[config.mk]
export PLATFORM = sky130hd
export DESIGN_NAME = laser_frame_sched
export DESIGN_NICKNAME = d
export VERILOG_FILES = /design/src/rtl/laser_frame_sched.sv
export SDC_FILE = /design/constraint.sdc
export NUM_CORES = 1
export LEC_CHECK = 0
export ABC_AREA = 1
export BUFFER_PORTS_ARGS = -buffer_cell sky130_fd_sc_hd__buf_4
export CAP_MARGIN = 0
export CORE_MARGIN = 3
export CORE_UTILIZATION = 40
export DETAILED_ROUTE_END_ITERATION = 10
export GPL_TIMING_DRIVEN = 0
export PLACE_DENSITY = 0.56
export RECOVER_POWER = 50
export SETUP_SLACK_MARGIN = 0.5
export SYNTH_ARGS = -nofsm -noshare
export SYNTH_HDL_FRONTEND = slang
export SYNTH_SLANG_ARGS = --single-unit
[constraint.sdc]
create_clock -name CLK -period 2.3 [get_ports CLK]
set_clock_uncertainty 0.1 [all_clocks]
set_input_delay 0.575 -clock CLK [delete_from_list [all_inputs] [get_ports CLK]]
set_output_delay 0.575 -clock CLK [all_outputs]
set_load 0.01 [all_outputs]
[src/rtl/laser_frame_sched.sv]
// Round-robin frame scheduler in front of one LASER two-circle engine: buffers a 40-point frame,
// streams it into the engine and returns the centres. Optional WAIT abort under LASER_SCHED_TIMEOUT_EN.
module laser_frame_sched #(
  parameter int NPTS   = 40,
  parameter int DATA_W = 4
`ifdef LASER_SCHED_TIMEOUT_EN
  , parameter int TIMEOUT_CYC = 2047
`endif
) (
  input  logic              CLK,
  input  logic              RST,
  input  logic              REQ0,
  input  logic              REQ1,
  output logic              GNT0,
  output logic              GNT1,
  input  logic              PT_VALID,
  input  logic [DATA_W-1:0] PT_X,
  input  logic [DATA_W-1:0] PT_Y,
  output logic              PT_READY,
  output logic              RES_VALID,
  output logic              RES_ID,
  output logic [DATA_W-1:0] RES_C1X,
  output logic [DATA_W-1:0] RES_C1Y,
  output logic [DATA_W-1:0] RES_C2X,
  output logic [DATA_W-1:0] RES_C2Y,
  output logic              RES_ERR,
  output logic              CORE_RST,
  output logic [DATA_W-1:0] CORE_X,
  output logic [DATA_W-1:0] CORE_Y,
  input  logic              CORE_DONE,
  input  logic [DATA_W-1:0] CORE_C1X,
  input  logic [DATA_W-1:0] CORE_C1Y,
  input  logic [DATA_W-1:0] CORE_C2X,
  input  logic [DATA_W-1:0] CORE_C2Y
);

  typedef enum logic [2:0] {S_IDLE, S_LOAD, S_STREAM, S_WAIT, S_RESULT} state_t;

  localparam logic [5:0] LAST_IDX = 6'(NPTS - 1);

  state_t            r_state;
  state_t            w_next;
  logic              r_last;
  logic              r_owner;
  logic [5:0]        r_idx;
  logic [DATA_W-1:0] r_buf_x [NPTS];
  logic [DATA_W-1:0] r_buf_y [NPTS];
  logic [DATA_W-1:0] r_core_x, r_core_y;
  logic [DATA_W-1:0] r_c1x, r_c1y, r_c2x, r_c2y;
  logic              w_any_req;
  logic              w_grant1;
  logic              w_accept;
  logic              w_load_done;
  logic              w_stream_done;
  logic              w_finish;
  logic              w_timeout;

  assign w_any_req     = REQ0 | REQ1;
  // The requester that did not win last time has priority; otherwise the sole requester wins.
  assign w_grant1      = r_last ? ~REQ0 : REQ1;
  assign w_accept      = (r_state == S_LOAD) && PT_VALID;
  assign w_load_done   = w_accept && (r_idx == LAST_IDX);
  assign w_stream_done = (r_state == S_STREAM) && (r_idx == LAST_IDX);
  assign w_finish      = (r_state == S_WAIT) && (CORE_DONE || w_timeout);

`ifdef LASER_SCHED_TIMEOUT_EN
  logic [11:0] r_wait_cnt;
  logic        r_err;

  assign w_timeout = (r_state == S_WAIT) && !CORE_DONE && (r_wait_cnt == 12'(TIMEOUT_CYC - 1));
  assign RES_ERR   = r_err;

  always_ff @(posedge CLK) begin
    if (RST) begin
      r_wait_cnt <= '0;
      r_err      <= 1'b0;
    end else begin
      r_wait_cnt <= (r_state == S_WAIT) ? r_wait_cnt + 12'd1 : 12'd0;
      if (w_finish) r_err <= w_timeout;
    end
  end
`else
  assign w_timeout = 1'b0;
  assign RES_ERR   = 1'b0;
`endif

  always_ff @(posedge CLK) begin
    if (RST) r_state <= S_IDLE;
    else     r_state <= w_next;
  end

  always_comb begin
    w_next = r_state;
    case (r_state)
      S_IDLE:   if (w_any_req)     w_next = S_LOAD;
      S_LOAD:   if (w_load_done)   w_next = S_STREAM;
      S_STREAM: if (w_stream_done) w_next = S_WAIT;
      S_WAIT:   if (w_finish)      w_next = S_RESULT;
      S_RESULT:                    w_next = S_IDLE;
      default:                     w_next = S_IDLE;
    endcase
  end

  always_comb begin
    GNT0      = (r_state == S_LOAD) && !r_owner;
    GNT1      = (r_state == S_LOAD) &&  r_owner;
    PT_READY  = (r_state == S_LOAD);
    RES_VALID = (r_state == S_RESULT);
    // Engine runs only while streaming/waiting; a timeout re-asserts its reset immediately.
    CORE_RST  = !((r_state == S_STREAM) || ((r_state == S_WAIT) && !w_timeout));
  end

  assign RES_ID  = r_owner;
  assign RES_C1X = r_c1x;
  assign RES_C1Y = r_c1y;
  assign RES_C2X = r_c2x;
  assign RES_C2Y = r_c2y;
  assign CORE_X  = r_core_x;
  assign CORE_Y  = r_core_y;

  always_ff @(posedge CLK) begin
    if (RST) begin
      r_last   <= 1'b1;
      r_owner  <= 1'b0;
      r_idx    <= '0;
      r_core_x <= '0;
      r_core_y <= '0;
      r_c1x    <= '0;
      r_c1y    <= '0;
      r_c2x    <= '0;
      r_c2y    <= '0;
    end else begin
      if ((r_state == S_IDLE) && w_any_req) begin
        r_owner <= w_grant1;
        r_last  <= w_grant1;
      end
      if (w_accept || (r_state == S_STREAM))
        r_idx <= (r_idx == LAST_IDX) ? 6'd0 : r_idx + 6'd1;
      // CORE_X/Y are registered, so each point is fetched one cycle ahead of its STREAM slot.
      if (w_load_done) begin
        r_core_x <= r_buf_x[0];
        r_core_y <= r_buf_y[0];
      end else if ((r_state == S_STREAM) && !w_stream_done) begin
        r_core_x <= r_buf_x[r_idx + 6'd1];
        r_core_y <= r_buf_y[r_idx + 6'd1];
      end else begin
        r_core_x <= '0;
        r_core_y <= '0;
      end
      if (w_finish) begin
        r_c1x <= w_timeout ? '0 : CORE_C1X;
        r_c1y <= w_timeout ? '0 : CORE_C1Y;
        r_c2x <= w_timeout ? '0 : CORE_C2X;
        r_c2y <= w_timeout ? '0 : CORE_C2Y;
      end
    end
  end

  always_ff @(posedge CLK) begin
    if (w_accept) begin
      r_buf_x[r_idx] <= PT_X;
      r_buf_y[r_idx] <= PT_Y;
    end
  end

endmodule

Yosys cells after proc, flatten, opt, wreduce, memory -nomap -nowiden --
Memory sizes are Yosys's and may differ from the RTL's. Index checks and enable logic that the tools add are counted.
Storage, ports and cells: word-level logic and storage cells 52, bits in registers 35, bits in latches 0, memories kept 2, RAM bits 320, bits in read-only memories 0, output and inout port bits 31, bits of input ports 30
Memory list:
- r_buf_x | depth 40, width 4, rd ports 2, clocked after memory_dff 0, write ports 1, RTL line 46 | logic [DATA_W-1:0] r_buf_x [NPTS];
- r_buf_y | depth 40, width 4, rd ports 2, clocked after memory_dff 0, write ports 1, RTL line 47 | logic [DATA_W-1:0] r_buf_y [NPTS];
Cells by class: mux-type cells 13, shift-type cells 0, multipliers 0, reductions and logical operators 15, eq/ne operators 9, magnitude comparators 0, bitwise operators 2, add/subtract/negate cells 1, divide/modulo/power cells 0
Operator list (number):
- $mux W4 | 4
- $mux W3 | 4
- $pmux W3 S4 | 1
- $logic_and A1 B1 Y1 | 8
- $add A6 B1 Y6 const B | 1
- $eq A3 B2 Y1 const B | 2
- $eq A6 B6 Y1 const B | 1
- $mux W6 | 1
- $ne A2 B2 Y1 const B | 3
- $reduce_and A4 Y1 | 1
- $eq A3 B1 Y1 const B | 1
- $eq A3 B3 Y1 const B | 1
- $logic_not A1 Y1 | 3
- $logic_not A3 Y1 | 1
- $mux W1 | 3
- $logic_or A1 B1 Y1 | 2
- $ne A2 B1 Y1 const B | 1
- $not A1 Y1 | 1
- $or A1 B1 Y1 | 1

Logic depth before layout (Yosys ltp) --
Gate-level depths: netlist of the first run.
word-level depth 6, mapped depth 13, depth with buffers taken out 11

Worst setup path after synthesis of the first run --
No wires, ideal clock.
kind input -> register, start input PT_VALID, end memory r_buf_x[31][0], enable pin, stages 2, library setup time 395 ps, buffers on the path 0, data required time 1805 ps, setup slack 268 ps, arrival 1538 ps, cell sequence inv_1 > nor4_1
Between the ends: longest elaborated chain between the ends 3
RTL lines:
- from (decl) | RTL line 16 | input logic PT_VALID,
- $logic_and A1 B1 Y1 | RTL line 61 | assign w_accept = (r_state == S_LOAD) && PT_VALID;
- $mux W1 | RTL line 160 | if (w_accept) begin
- $mux W1 (implied by the code) | RTL line 161 | r_buf_x[r_idx] <= PT_X;
- to (decl) | RTL line 46
Every way passes these cells.

Worst setup path after layout of the first run --
start register r_idx[0], end register r_core_x[1], in the netlist CORE_X[1]
Between the ends: longest elaborated chain between the ends 6, elaborated cells between the ends (all ways) 9, those cells by class add/sub: 1; eq/ne: 1; mux: 2; reduce/logical: 4; memory: 1
RTL lines:
- from (decl) | RTL line 45 | logic [5:0] r_idx;
- from (signal assigned) | RTL line 138 | r_idx <= (r_idx == LAST_IDX) ? 6'd0 : r_idx + 6'd1;
- branches (longest 5 deep; another with $add A6 B1 Y6)
- $mux W4 * | RTL line 140 | if (w_load_done) begin
- to (signal assigned) | RTL line 141 | r_core_x <= r_buf_x[0];
- to (signal assigned) | RTL line 144 | r_core_x <= r_buf_x[r_idx + 6'd1];
- to (decl) | RTL line 48 | logic [DATA_W-1:0] r_core_x, r_core_y;
Mark *: on every way between the ends. A chain may end at the register's enable or synchronous reset.

==> results of run 1 <==
[cell families after synthesis]
logic type / synth area share, %
AO/OA/AOI/OAI: 3.86
XOR/XNOR: 0.277
adder cells (fa/ha/maj): 0.0838
buffers and inverters: 5.87
flip-flops: 69.0
other: 0.0251
AND/OR/NAND/NOR: 20.8
[path summary, 6_finish.rpt]
kind | to | start | slack, ns | depth (start not counted)
max | CORE_X[1]$_SDFF_PP0_ | r_idx[0]$_SDFFE_PP0P_ | 0.17 | 13
min | RES_C2X[3]$_SDFFE_PP0P_ | CORE_C2X[3] | 0.23 | 3
max reg2reg | CORE_X[1]$_SDFF_PP0_ | r_idx[0]$_SDFFE_PP0P_ | 0.17 | 13
min reg2reg | RES_C2Y[2]$_SDFFE_PP0P_ | RES_C2Y[2]$_SDFFE_PP0P_ | 0.34 | 2
[through the flow]
stage | TNS [ns] | utilization (%) | hold WS [ns] | power [mW] | instances
after floorplan | 0 | - | 0.329 | 11.3 | 1430
after global placement | -153.11 | 43.5 | 0.335 | 13.6 | 1956
after detailed placement | -160.88 | 43.5 | 0.340 | 13.6 | 1956
after CTS | 0 | 50.2 | 0.219 | 20.5 | 2063
after global routing | 0 | 51.5 | 0.242 | 22.3 | 2083
final | 0 | 51.5 | 0.233 | 21.2 | 2083
[final cells by class]
type	count	area, um^2	share of cell area (%)
clock inverter	16	93.8	0.497
buffer	73	611	3.23
sequential	355	10300	54.7
timing repair buffer	119	1130	5.98
clock buffer	50	1100	5.82
multi-input combinational	867	4500	23.8
tap	468	586	3.10
inverter	135	537	2.84
[metal layers]
| metal | routed length [um] | up-vias | global-route usage [%] |
|---|---|---|---|
| li1 | - | 5117 | - |
| met5 | 0 | - | 0 |
| met4 | 1190 | 0 | 6.53 |
| met1 | 18400 | 5220 | 29.1 |
| met3 | 2930 | 84 | 4.30 |
| met2 | 19800 | 359 | 34.0 |
[worst min-delay path, delay by kind of cell]
| kind | cells | cell delay (ns) |
|---|---|---|
| AOI/OAI and AO/OA | 2 | 0.17 |
| buffers and inverters | 1 | 0.08 |
[layout by cell type, fill, tap and decap left out, types with 5 or more instances in the layout]
master and instances:
nand3_1 137, nand2_2 10, dfxtp_4 5, nand2_1 448, nor2_1 53, nor2_4 44, clkbuf_16 43, nand3_2 34
buf_12 17, clkbuf_8 6, inv_1 122, nand4_1 8, o22ai_2 5, clkbuf_2 13, o21ai_1 11, buf_6 32
clkinv_1 11, edfxtp_1 320, dfxtp_1 29, inv_4 5, clkbuf_1 26, buf_4 88, nand3_4 6, o21ai_0 47
a21oi_1 26, o22ai_1 11, inv_2 5, buf_2 8
[power by group through the flow]
stage	Sequential, mW	Clock, mW	Combinational [mW]
floorplan	7.43	0	3.83
global placement	7.42	0	6.14
detailed placement	7.42	0	6.17
CTS	7.32	5.97	7.26
global route	7.33	6.24	8.71
finish	7.32	5.87	8.05
[timing repair]
action / CTS / global route
resized for setup: 214 / 100
pin swaps: 31 / 40
setup buffers: 40 / 19
setup endpoints to repair: 339 / 334
cloned: 1 / 1
endpoints found under the hold margin: 0 / 0
[sequential cells by signal, summed over array words and instances (netlist names)]
register  count
r_buf_x     160
CORE_Y        4
CORE_X        4
r_idx         6
r_last        1
r_buf_y     160
RES_C2Y       4
RES_C1Y       4
RES_C1X       4
r_state       3
RES_C2X       4
RES_ID        1
==> flow_summary.ini, run 1 <==
[worst_setup_path]
path_class = reg2reg
crit_path_cell_trace = ha_4, buf_12, buf_8, buf_6, buf_6, o21ai_0, o22ai_1, nand2_1, nand2_1, nand2_1, nand2_1, nand2_1, a21oi_1
start_kind = flip-flop
end_kind = flip-flop
cpMaxStageDelayCell = dfxtp_4
path_max_fanout = 6
cp_top_family = buffers and inverters
worst-path-buf-inv = 4
cp.required_ns = 2.65
arrival_ns = 2.48
path_common_cell = nand2_1
critPathMaxStageDelay_ns = 0.37

[pwr]
p_int_mw = 13.6
powerDensity_nw_per_um2 = 1120
combPwrFrac_pct = 37.9
p_sw_mw = 7.61
power_leakage_nw = 7.29
seq_power_share_pct = 34.4
swShare_pct = 35.8
irDropWorstVdd_v = 0.000739
clkPwrFrac_pct = 27.7

[routing]
drc = 0
routed_wl_um = 42200
drt-wirelength-per-cell_um = 20.3
dr.first_iter.drc_count = 1122
antenna_left = 0
viasPerCell = 5.18
drt_first_pass_iters = 5
via_count = 10800

[synthesis]
synth.area.top_cells = edfxtp_1, nand2_1, nand3_1
synthFlopType = edfxtp_1
synthArstFlopShare_pct = 0
synth_edf_count = 320
netlist.area_leader.share_pct = 64.4
syn_area_um2 = 14900
synth_cells = 1430
yosys.cell_count.top_type = nand2_1
syn_nets = 1461
ys_seq_area_share_pct = 69.0
synth_cell_types = 33
synth.ff_latch_count = 355
syn_area_per_cell_um2 = 10.4
synth_warnings = 0
yosysTopAreaCell = edfxtp_1
yosys-top-cells-count = nand2_1, edfxtp_1, nand3_1

[placed_design]
dpl-instance-area_um2 = 16000
dpl_worst_slack_ns = -0.696
hpwl_um = 26800
port_buffers = 58
gp_congestion = 0.942

[floorplan]
die_height_um = 199
coreArea_um2 = 36700
die-width_um = 199
start_util_pct = 40.7
boundaryPins = 61
die-area_um2 = 39700
num_rows = 70

[cts]
clock_latency_ns = 0.53
cts-htree-levels = 2
cts-root-buf = clkbuf_16
cts_hold_buf = 0
clock_path_buffers = 3
clkSinkCount = 355
cts.clk_slew.worst_paths_ns = 0.06
cts_tree = done
cts_buffers = 39

[layout]
n_antenna_cell = 0
areaGrowthSynthToFinish_pct = 26.5
final_net_count = 1621
fin_area_um2 = 18900
nFillCells = 3188
drive_above_1_share_pct = 22.2

[global_route]
grt_use_total_pct = 21.1
grt_max_degree = 41
grt_pass1_wl_um = 62400
antenna_found_initial = 0
grt_overflow = 0
first_global_vias = 10500

[run_status]
status = finished clean

[hold_path]
hp-class = in2reg

[timing]
worst_pin_slew_ns = 1.18
min_period_ns = 2.13
fmax_ghz = 0.470
rsz0062_at_grt = yes
setup_viol = 0
final_max_slew_viol_count = 0
fin_ws_ns = 0.173
hold_viol_final = 0
max-slew-margin-rel_pct = 21.4
period_share_pct = 92.5

[run]
max_cap_viol_count = 0
No activity file was read; power rests on OpenSTA's default activity.
==> run 2, diff against run 1 <==
CORE_MARGIN = not set   (was 3)
GPL_TIMING_DRIVEN = 1   (was 0)
REMOVE_ABC_BUFFERS = 1   (was not set)
==> run 2 against run 1 <==
Effect of this change:
- sequential share of layout area is 0.84 points lower
- flip-flop and latch count stayed put
- clock power is 13% higher
- core utilization is 0.77 points higher
- non-clock buffer count is 1 lower
- setup slack worse by 0.015 ns
- die area is 4.0% lower
- critical endpoint is now GNT0
==> flow_summary.ini, run 2 (synthesis results as in run 1) <==
[run_status]
status = finished clean

[floorplan]
num_rows = 70
boundaryPins = 61
die-width_um = 195
die-area_um2 = 38100
coreArea_um2 = 36700
start_util_pct = 40.7
die_height_um = 195

[timing]
period_share_pct = 93.1
fmax_ghz = 0.467
final_max_slew_viol_count = 0
fin_setup_tns_ns = 0
setup_viol = 0
rsz0062_at_grt = yes
fin_ws_ns = 0.158
min_period_ns = 2.14
max-slew-margin-rel_pct = 28.2
worst_pin_slew_ns = 1.08
hold_viol_final = 0

[placed_design]
port_buffers = 59
gp_congestion = 0.841
dpl_worst_slack_ns = 0.0827
hpwl_um = 23000

[worst_setup_path]
r2r_start = r_idx[0]$_SDFFE_PP0P_
start_kind = flip-flop
rr_worst_depth = 12
r2r-end = CORE_Y[0]$_SDFF_PP0_
path_max_fanout = 5
path_class = reg2out
cp.required_ns = 1.62
crit_start = r_state[0]$_SDFFE_PP0P_
r2r_slack_ns = 0.23
end_kind = primary output
crit_path_end = GNT0
arrival_ns = 1.47

[pwr]
powerDensity_nw_per_um2 = 1170
irDropWorstVdd_v = 0.000643
seq_power_share_pct = 32.7
p_int_mw = 14.8
combPwrFrac_pct = 37.6
clkPwrFrac_pct = 29.7
power_leakage_nw = 7.58
swShare_pct = 34.2
p_sw_mw = 7.65
power_mw = 22.4

[cts]
cts_tree = done
clock_latency_ns = 0.53
cts-root-buf = clkbuf_16
clock_path_buffers = 3
cts_buffers = 38
cts.clk_slew.worst_paths_ns = 0.06
cts_hold_buf = 0
cts-htree-levels = 2
clkSinkCount = 355

[layout]
multi_input_area_um2 = 4230
areaGrowthSynthToFinish_pct = 28.4
seqCellArea_um2 = 10300
layout_commonest_cell = nand2_1
nFillCells = 3159
largestRegisters = r_buf_x: 160 flops, r_buf_y: 160 flops, r_idx: 6 flops
n_antenna_cell = 0
final_cell_mix = nand2_1, edfxtp_1, nand3_1
final_net_count = 1621
drive_above_1_share_pct = 21.8

[global_route]
antenna_found_initial = 0
grt_max_degree = 53
first_global_vias = 10900
grt_pass1_wl_um = 63100
grt_overflow = 0
grt_use_total_pct = 21.7

[routing]
route.met3.wl_um = 2260
top_layer_used = met4
via_count = 10900
drt_first_pass_iters = 5
wl_met1_um = 18100
antenna_left = 0
routed_wl_um = 41300
wl_met2_um = 19900
dr.first_iter.drc_count = 935
drt-wirelength-per-cell_um = 19.8
drc = 0
viasPerCell = 5.20

[run]
max_cap_viol_count = 0

[hold_path]
hp-class = in2reg
[run 2: cell count changes in the layout (fill, tap and decap cells not counted), moves of 9 or more]
cell / change
nand2_1: +10
buf_6: +23
nor2_2: +19
clkbuf_1: -9
nor2_4: -25
[run 2: critical path, cell delays in order (launching register included)]
cell,delay (ns)
dfxtp_1,0.49
nand3_4,0.11
buf_6,0.15
nor2_2,0.07
buf_4,0.12
[run 2: layout make-up]
cell class / count / area share [%]
multi-input cells: 868 / 22.1
clock inverters: 24 / 1.70
well taps: 468 / 3.05
inverters: 135 / 2.91
flip-flops and latches: 355 / 53.8
repair buffers: 191 / 10.9
clock buffers: 45 / 5.43
repair inverters: 1 / 0.0587
[run 2: stage by stage]
stage / hold WS, ns / instance area [um^2] / utilization [%] / cells
3_5_place_dp: 0.340 / 16400 / 44.7 / 1970
5_1_grt: 0.244 / 19200 / 52.2 / 2087
4_1_cts: 0.218 / 18700 / 50.9 / 2067
2_1_floorplan: 0.329 / 14600 / - / 1357
3_3_place_gp: 0.333 / 16400 / 44.7 / 1970
6_report: 0.229 / 19200 / 52.2 / 2087
[run 2: per-layer routing]
layer | global-route usage [%] | up-vias
li1 | - | 5129
met1 | 29.7 | 5295
met5 | 0 | -
met4 | 6.39 | 0
met2 | 36.1 | 361
met3 | 2.88 | 75
[run 2: worst min path at each step]
| stage | startpoint | to | cells past startpoint |
|---|---|---|---|
| 3_5_place_dp | RES_C1Y[2]$_SDFFE_PP0P_ | RES_C1Y[2]$_SDFFE_PP0P_ | 2 |
| 2_1_floorplan | r_last$_SDFFE_PP1P_ | r_last$_SDFFE_PP1P_ | 2 |
| 4_1_cts | CORE_C1X[2] | RES_C1X[2]$_SDFFE_PP0P_ | 3 |
| 6_report | CORE_C1X[2] | RES_C1X[2]$_SDFFE_PP0P_ | 3 |
| 5_1_grt | CORE_C1Y[3] | RES_C1Y[3]$_SDFFE_PP0P_ | 3 |
| 3_3_place_gp | RES_C2X[1]$_SDFFE_PP0P_ | RES_C2X[1]$_SDFFE_PP0P_ | 2 |
[run 2: repair_timing]
action                     CTS  global route
gates cloned                12             4
setup endpoints to repair  327           327
pin swaps                   16            16
setup buffers               16            16
resized for setup          109            97
[run 2: power groups by stage]
stage	Combinational (mW)	Sequential [mW]	Clock, mW
global route	9.08	7.34	6.99
floorplan	3.33	7.65	0
finish	8.44	7.32	6.65
CTS	7.84	7.31	6.76
detailed placement	6.11	7.43	0
global placement	6.12	7.42	0
